===== config.mk =====
export PLATFORM = sky130hd
export DESIGN_NAME = regfile_mp
export DESIGN_NICKNAME = d
export VERILOG_FILES = /design/src/rtl/regfile_mp_pkg.sv /design/src/rtl/regfile_dump_scan.sv /design/src/rtl/regfile_mp.sv
export SDC_FILE = /design/constraint.sdc
export NUM_CORES = 2
export LEC_CHECK = 0
export BUFFER_PORTS_ARGS = -buffer_cell sky130_fd_sc_hd__buf_2
export CORE_AREA = 10 10 430 432
export DETAILED_ROUTE_END_ITERATION = 12
export DIE_AREA = 0 0 440 442
export HOLD_SLACK_MARGIN = 0.15
export PLACE_DENSITY = 0.48
export SLEW_MARGIN = 25
export SYNTH_ARGS = -nofsm -noshare
export SYNTH_HDL_FRONTEND = slang
export SYNTH_HIERARCHICAL = 1
export SYNTH_SLANG_ARGS = --single-unit

===== constraint.sdc =====
create_clock -name clk -period 3.4 [get_ports clk]
set_input_delay 0.51 -clock clk [delete_from_list [all_inputs] [get_ports clk]]
set_output_delay 0.51 -clock clk [all_outputs]
set_load 0.05 [all_outputs]

===== src/rtl/regfile_mp_pkg.sv =====
`default_nettype none
// ============================================================================
// Module : regfile_mp_pkg
// Desc   : Shared types for the multi-port register file and its dump scanner.
// Rev    : 1.0 - initial release
// ============================================================================
package regfile_mp_pkg;

   localparam int DATA_W_DEF = 32;
   localparam int ADDR_W_DEF = 5;

   typedef logic [DATA_W_DEF-1:0] word_t;
   typedef logic [ADDR_W_DEF-1:0] reg_address_t;

   typedef enum logic [1:0] {
      S_IDLE = 2'd0,
      S_SCAN = 2'd1,
      S_DONE = 2'd2
   } scan_state_e;

endpackage
`default_nettype wire


===== src/rtl/regfile_dump_scan.sv =====
`default_nettype none
// ============================================================================
// Module : regfile_dump_scan
// Desc   : Handshaked scanner emitting r1..r(2**ADDR_W-1) from the storage read path.
// Rev    : 1.0 - initial release
// ============================================================================
module regfile_dump_scan
   import regfile_mp_pkg::*;
#(
   parameter int DATA_W = 32,
   parameter int ADDR_W = 5
) (
   input  logic              clk,
   input  logic              reset_n,
   input  logic              dump_req,
   input  logic              dump_ready,
   output logic              dump_valid,
   output logic [ADDR_W-1:0] dump_addr,
   output logic [DATA_W-1:0] dump_data,
   output logic              dump_done,
   output logic [ADDR_W-1:0] scan_addr,
   input  logic [DATA_W-1:0] scan_data
);

   localparam logic [ADDR_W-1:0] LAST_IDX = '1;

   scan_state_e       state_q;
   logic [ADDR_W-1:0] idx_q;
   logic              dump_valid_q;
   logic              dump_done_q;

   always_ff @(posedge clk or negedge reset_n) begin
      if (!reset_n) begin
         state_q      <= S_IDLE;
         idx_q        <= '0;
         dump_valid_q <= 1'b0;
         dump_done_q  <= 1'b0;
      end else begin
         case (state_q)
            S_IDLE: begin
               dump_done_q <= 1'b0;
               if (dump_req) begin
                  state_q      <= S_SCAN;
                  idx_q        <= ADDR_W'(1);
                  dump_valid_q <= 1'b1;
               end
            end
            S_SCAN: begin
               // Last-index test precedes the increment, so idx never wraps.
               if (dump_ready) begin
                  if (idx_q == LAST_IDX) begin
                     state_q      <= S_DONE;
                     idx_q        <= '0;
                     dump_valid_q <= 1'b0;
                     dump_done_q  <= 1'b1;
                  end else begin
                     idx_q <= idx_q + ADDR_W'(1);
                  end
               end
            end
            S_DONE: begin
               state_q     <= S_IDLE;
               dump_done_q <= 1'b0;
            end
            default: begin
               state_q      <= S_IDLE;
               idx_q        <= '0;
               dump_valid_q <= 1'b0;
               dump_done_q  <= 1'b0;
            end
         endcase
      end
   end

   assign scan_addr  = idx_q;
   assign dump_addr  = idx_q;
   assign dump_valid = dump_valid_q;
   assign dump_done  = dump_done_q;
   assign dump_data  = scan_data;

endmodule
`default_nettype wire


===== src/rtl/regfile_mp.sv =====
`default_nettype none
// ============================================================================
// Module : regfile_mp
// Desc   : Multi-port register file with bypass, pending scoreboard and dump scanner.
// Rev    : 1.0 - initial release
// ============================================================================
module regfile_mp
   import regfile_mp_pkg::*;
#(
   parameter int DATA_W  = 32,
   parameter int ADDR_W  = 5,
   parameter int N_READ  = 2,
   parameter int N_WRITE = 1,
   parameter int BYPASS  = 1
) (
   input  logic                       clk,
   input  logic                       reset_n,
   input  logic [N_WRITE-1:0]         wr_en,
   input  logic [N_WRITE*ADDR_W-1:0]  wr_addr,
   input  logic [N_WRITE*DATA_W-1:0]  wr_data,
   input  logic [N_READ*ADDR_W-1:0]   rd_addr,
   output logic [N_READ*DATA_W-1:0]   rd_data,
   output logic [N_READ-1:0]          rd_pending,
   input  logic                       mark_en,
   input  logic [ADDR_W-1:0]          mark_addr,
   input  logic                       clear,
   input  logic                       dump_req,
   output logic                       dump_valid,
   input  logic                       dump_ready,
   output logic [ADDR_W-1:0]          dump_addr,
   output logic [DATA_W-1:0]          dump_data,
   output logic                       dump_done
);

   localparam int N_REG = 2**ADDR_W;

   logic [DATA_W-1:0] mem_q [N_REG];
   logic [DATA_W-1:0] mem_d [N_REG];
   logic [N_REG-1:0]  valid_q, valid_d;
   logic [N_REG-1:0]  pend_q, pend_d;

   logic [ADDR_W-1:0] scan_addr;
   logic [DATA_W-1:0] scan_data;

   // Ports are walked in ascending order so the highest index wins collisions.
   always_comb begin : p_next
      logic [ADDR_W-1:0] wa;
      wa      = '0;
      mem_d   = mem_q;
      valid_d = valid_q;
      pend_d  = pend_q;
      if (clear) begin
         valid_d = '0;
         pend_d  = '0;
      end else begin
         for (int p = 0; p < N_WRITE; p++) begin
            wa = wr_addr[p*ADDR_W +: ADDR_W];
            if (wr_en[p] && (wa != '0)) begin
               mem_d[wa]   = wr_data[p*DATA_W +: DATA_W];
               valid_d[wa] = 1'b1;
               pend_d[wa]  = 1'b0;
            end
         end
         if (mark_en && (mark_addr != '0)) begin
            pend_d[mark_addr] = 1'b1;
         end
      end
   end

   // Storage has no reset: valid bits gate every read instead.
   always_ff @(posedge clk) begin
      mem_q <= mem_d;
   end

   always_ff @(posedge clk or negedge reset_n) begin
      if (!reset_n) begin
         valid_q <= '0;
         pend_q  <= '0;
      end else begin
         valid_q <= valid_d;
         pend_q  <= pend_d;
      end
   end

   always_comb begin : p_read
      logic [ADDR_W-1:0] ra;
      logic              hit;
      logic [DATA_W-1:0] byp;
      ra         = '0;
      hit        = 1'b0;
      byp        = '0;
      rd_data    = '0;
      rd_pending = '0;
      for (int r = 0; r < N_READ; r++) begin
         ra  = rd_addr[r*ADDR_W +: ADDR_W];
         hit = 1'b0;
         byp = '0;
         for (int p = 0; p < N_WRITE; p++) begin
            if (wr_en[p] && (wr_addr[p*ADDR_W +: ADDR_W] == ra)) begin
               hit = 1'b1;
               byp = wr_data[p*DATA_W +: DATA_W];
            end
         end
         if (ra != '0) begin
            if ((BYPASS != 0) && hit) begin
               rd_data[r*DATA_W +: DATA_W] = byp;
               rd_pending[r]               = mark_en && (mark_addr == ra);
            end else begin
               rd_data[r*DATA_W +: DATA_W] = valid_q[ra] ? mem_q[ra] : '0;
               rd_pending[r]               = pend_q[ra];
            end
         end
      end
   end

   assign scan_data = ((scan_addr != '0) && valid_q[scan_addr]) ? mem_q[scan_addr] : '0;

   regfile_dump_scan #(
      .DATA_W (DATA_W),
      .ADDR_W (ADDR_W)
   ) u_scan (
      .clk        (clk),
      .reset_n    (reset_n),
      .dump_req   (dump_req),
      .dump_ready (dump_ready),
      .dump_valid (dump_valid),
      .dump_addr  (dump_addr),
      .dump_data  (dump_data),
      .dump_done  (dump_done),
      .scan_addr  (scan_addr),
      .scan_data  (scan_data)
   );

endmodule
`default_nettype wire


; Word level (Yosys, flattened, before mapping)
; Index checks and enable logic that the tools add are counted.
[totals]
regBits = 1097
input_bits = 59
output_inout_bits = 105
word_cells = 155
[op_classes]
add_sub_neg = 1
n_lt_le_gt_ge = 12
n_eq_ne = 10
mux = 62
bitwise = 10
n_reduce_logical = 22
[ops]
columns = operator, count
row1 = 1024-bit bitwise mux, 1
row2 = 32-bit 2-to-1 mux, 22
row3 = 32-bit binary-select mux with 5-bit select, 3
row4 = 32-bit demux with 5-bit select, 1
row5 = 32-bit OR, 2
row6 = 32-bit AND, 1
row7 = 32-bit NOT, 1
row8 = "5-bit by 6-bit less-than comparator with 1-bit output, second input constant", 5
row9 = 1-bit binary-select mux with 5-bit select, 5
row10 = 5-bit nonzero test, 5
row11 = "6-bit >= comparator, second input constant", 4
row12 = 5-bit NOT with 6-bit output, 4
row13 = 5-bit equality test, 4
row14 = 1-bit 2-to-1 mux, 19
row15 = 5-bit 2-to-1 mux, 3
row16 = 5-bit case mux with 3 select lines, 1
row17 = 1-bit demux with 5-bit select, 2
row18 = "5-bit by 1-bit >= comparator with 1-bit output, second input constant", 2
row19 = 1-bit logical AND, 10
row20 = "6-bit by 1-bit less-than comparator with 1-bit output, second input constant", 1
row21 = 2-bit 2-to-1 mux, 3
row22 = 3-bit AND reduction, 2
row23 = "5-bit by 1-bit adder with 5-bit output, second input constant", 1
row24 = "5-bit equality test, second input constant", 1
row25 = other kinds (11), 14

; Depth between registers and ports, before layout
[logic_depth]
word_depth = 11
mapped_depth = 12

; Modules after synthesis
; The synthesis kept the hierarchy.
[modules_own_cells]
columns = mod, instances, cells_per_inst, area_per_inst_um2, seq_area_each_um2
row1 = regfile_mp, 1, 3355, 60406.7, 32351.0
row2 = regfile_dump_scan, 1, 81, 760.7, 225.2

; Worst setup path before layout
; OpenSTA, ideal clock, no wires.
[synth_path]
path_type = in2out
start = input port rd_addr[1]
end = output port rd_data[12]
arrival_time_ns = 2.917
t_required_ns = 2.890
path_slack_ns = -0.027
cell_stages = 8
path_buffers = 2
cell_sequence = buf_4 -> buf_4 -> mux4_2 -> a22oi_1 -> nand2_1 -> a21oi_1 -> or4_1 -> o21ai_0
[synth_via]
elab_chain_cells = 7
elab_cells_between_ends = 14
[synth_rtl]
columns = item, line_no
row1 = "start, declared", regfile_mp.sv:21  ; input logic [N_READ*ADDR_W-1:0] rd_addr,
row2 = 5-bit NOT with 6-bit output (implied by the code), regfile_mp.sv:109  ; rd_data[r*DATA_W +: DATA_W] = valid_q[ra] ? mem_q[ra] : '0;
row3 = 32-bit binary-select mux with 5-bit select, regfile_mp.sv:109
row4 = 32-bit 2-to-1 mux (implied by the code) (2 in series), regfile_mp.sv:109
row5 = 32-bit 2-to-1 mux, regfile_mp.sv:109
row6 = 32-bit 2-to-1 mux, regfile_mp.sv:105  ; if ((BYPASS != 0) && hit) begin
row7 = 32-bit 2-to-1 mux *, regfile_mp.sv:104  ; if (ra != '0) begin
row8 = "end, declared", regfile_mp.sv:22  ; output logic [N_READ*DATA_W-1:0] rd_data,
; Every way passes the cells marked *; elsewhere a longest branch is shown, timed or not. The select of a mux whose other input is x is not followed.

; Worst setup path after layout
[layout_path]
start = register u_scan.idx_q[0] (netlist: u_scan/dump_addr[0])
end = output port dump_data[28]
[layout_via]
elab_chain_cells = 5
elab_cells_between_ends = 9
[layout_rtl]
columns = item, line_no
row1 = "start, declared", regfile_dump_scan.sv:28  ; logic [ADDR_W-1:0] idx_q;
row2 = "start signal, assigned", regfile_dump_scan.sv:57  ; idx_q <= idx_q + ADDR_W'(1);
row3 = 5-bit NOT with 6-bit output (implied by the code), regfile_mp.sv:116  ; assign scan_data = ((scan_addr != '0) && valid_q[scan_addr]) ? mem_q[scan_addr] : '0;
row4 = 32-bit binary-select mux with 5-bit select, regfile_mp.sv:116
row5 = 32-bit 2-to-1 mux (implied by the code) (2 in series), regfile_mp.sv:116
row6 = 32-bit 2-to-1 mux *, regfile_mp.sv:116
row7 = "end, declared", regfile_mp.sv:31  ; output logic [DATA_W-1:0] dump_data,
; Marked as above.

==> impl_metrics.ini <==
[status]
status = complete, but fails checks
violations = negative setup slack

[power]
peakVddDrop_mv = 0.552
swShare_pct = 32.5
combinationalPowerShare_pct = 36.6
p_clk_share_pct = 30.5
pwr-share-seq_pct = 32.9
p_switching_w = 0.0151
p_leak_nw = 25.5
intPower_w = 0.0314
p_total_w = 0.0465
cellPowerDensity_nw_per_um2 = 611

[grt]
grt.met3_usage_pct = 4.71
grt.met2_usage_pct = 40.4
globalRouteTotalUtil_pct = 24.9
grt_pass1_wl_microns = 339000
grt_overflow_total = 0
grt_max_degree = 74
grt_util_met1_pct = 31.9
antenna_found_initial = 12
grt-busiest-layer = met2
grt_pass1_vias = 40400

[clocking]
cts_tree = done
cts_sinks = 1097
clk_pin_slew_ns = 0.06
clk_latency_ns = 0.77
clock-root-buffer = clkbuf_16
cts_buffers = 130
htreeDepth = 4
cts.path.max_buffers = 3

[floorplan]
coreArea_sq_um = 176000
start_util_pct = 34.8
fp-row-count = 154
dieArea_sq_um = 194000
die_h_microns = 442
ios = 164
dieWidth_microns = 440

[place]
place_area_sq_um = 69100
io_buffer_count = 163
dpl.cell_count = 6006
hpwl_microns = 154000
gp_congestion = 0.834

[routing]
vias = 39900
drtIter0Drc = 4539
drc_errors = 0
routed_wl_microns = 248000
postRouteAntennaNets = 0
dr.pass1.iters = 6
wl_per_cell_microns = 39.1
viasPerCell = 6.30

[yosys]
synth.area.top_cells = edfxtp_1 50%, mux4_2 30%, mux2i_1 5.6%
synth_common_cells = 1024 x edfxtp_1, 818 x mux4_2, 341 x mux2i_1
synth_top_area_share_pct = 50.3
yosysTopAreaCell = edfxtp_1
ys_seq_area_share_pct = 53.3
syn_inst = 3436
ys_async_sr_fraction_pct = 6.65
yosysWarnings = 6
synth.most_common_cell = edfxtp_1
synth_edf_count = 1024
synth_cell_types = 62
syn_avg_cell_area_sq_um = 17.8
syn_area_sq_um = 61200
synth-main-ff-cell = edfxtp_1
ys_ff_latch = 1097

[sta]
worstMarginPinSlew_ns = 0.803
max_freq_mhz = 263
finalSetupViolCount = 91
holdWs_ns = 0.212
fin_ws_ns = -0.403
relSlewSlack_pct = 46.4
slew_viol_final = 0
finalCritPeriodShare_pct = 112
skew_ns = 0.00269
hold_viol_final = 0
post-route-min-period_ns = 3.80
grt_setup_unrepaired = yes

[hold_path]
hold_class = input pin to flip-flop
hold_end = mem_q[865]
min_from = wr_data[1]
min_path_cells = 1

[layout]
nFillCells = 15300
fin_util_pct = 43.3
final_cells = 6341
layout-drive-gt1-share_pct = 46.5
finalInstanceArea_sq_um = 76100
num-nets-final = 3950
syn_to_final_growth_pct = 24.5

[worst_setup_path]
worstSetupPathType = flip-flop to output port
required_ns = 2.89
timing.rr.start = u_scan/dump_addr[0]
rr_worst_depth = 7
cp_slowest_stage_delay_ns = 0.55
crit_family = multiplexers
critPathSlowestCell = mux4_2
path_buf_inv = 5
critPathCaptureType = output port
crit_chain = buf_12 > buf_16 > buf_12 > buf_12 > mux4_2 > mux2i_2 > mux4_2 > nor2_2 > buf_6
cp_data_arrival_time_ns = 3.29
crit_fanout = 14
cpMostUsedCell = buf_12
regToRegSetupSlack_ns = 0.78
crit_path_start_kind = flip-flop
r2r_end = u_scan/state_q[0]

[job]
cap_violations = 0
## per-stage QoR
step	worst slack, ns	setup TNS [ns]
finish	-0.403	-15.88
detailed placement	-0.582	-5.19
global route	-0.461	-20.82
CTS	-0.442	-22.26
global placement	-0.601	-6.50
floorplan	-0.0270	-0.0541
## how the worst max path moves through the flow
stage	startpoint	to	slack, ns	depth (start not counted)
after global placement	rd_addr[0]	rd_data[30]	-0.60	9
after detailed placement	rd_addr[0]	rd_data[30]	-0.58	9
after global routing	u_scan/dump_addr[0]	dump_data[27]	-0.46	9
final	u_scan/dump_addr[0]	dump_data[28]	-0.40	9
after CTS	u_scan/dump_addr[0]	dump_data[22]	-0.44	9
after floorplan	rd_addr[1]	rd_data[12]	-0.03	8
## cells by family after synthesis
| group | after synthesis | share of synthesized area [%] |
|---|---|---|
| mux | 1164 | 35.8 |
| flops | 1097 | 53.3 |
| compound gates | 399 | 4.53 |
| buf+inv | 396 | 3.40 |
| simple gates | 357 | 2.68 |
| xor+xnor | 20 | 0.286 |
| fa+ha+maj | 2 | 0.0409 |
| other cells | 1 | 0.00613 |
## state kept, by name, summed over array words and instances, names as in the netlist
signal	flops
mem_q	1024
pend_q	32
u_scan/dump_addr	5
u_scan/dump_done	1
u_scan/dump_valid	1
u_scan/state_q	2
valid_q	32
## worst reg2reg max path, cell delays in order, from the launching register on
cell           delay (ns)
dfrtp_4              0.52
buf_8                0.18
bufbuf_16            0.30
ha_1                 0.23
and3_1               0.19
ha_1                 0.28
a311oi_1             0.28
dlygate4sd3_1        0.58
## layer usage
layer,wire length (microns),part of all wire [%],vias up
li1,-,-,15700
met4,14500,5.8,12
met2,120000,48,2031
met5,74,0.030,-
met1,95000,38,21600
met3,18600,7.5,540
## final cells by class
class	instances	area, sq um	share of cell area (%)
inverters	26	98.8	0.130
diodes	4	10.0	0.0131
clock inverters	79	806	1.06
multi-input cells	1974	27700	36.3
flip-flops and latches	1097	32600	42.8
well taps	2340	2930	3.84
repair buffers	660	8540	11.2
clock buffers	161	3490	4.59
## power by group through the flow
stage / combinational (W) / clock (W) / sequential [W]
after floorplan: 0.00920 / 0 / 0.0154
after global placement: 0.0144 / 0 / 0.0156
after detailed placement: 0.0144 / 0 / 0.0156
after CTS: 0.0164 / 0.0144 / 0.0153
after global routing: 0.0176 / 0.0150 / 0.0153
final: 0.0170 / 0.0142 / 0.0153
## placed cells by master, fill, tap and decap left out, types with 40 or more instances in the layout
master        n
nor2_4       45
nor2_1       40
mux4_2      818
buf_4       273
nand2_1     125
buf_12      211
a21oi_1      77
a22oi_1      46
a221oi_1     69
buf_2        56
clkbuf_16   141
o21ai_0      42
dfrtp_1      66
mux2i_1     316
edfxtp_1   1024
buf_6        41
## timing repair
item	in CTS	in global routing
hold endpoints to repair	198	0
setup endpoints to repair	96	96
gates resized for setup	296	84
buffers inserted	30	35
pin swaps	45	35
hold buffers	20	0
gates cloned	17	7
(Power assumes the default switching activity.)
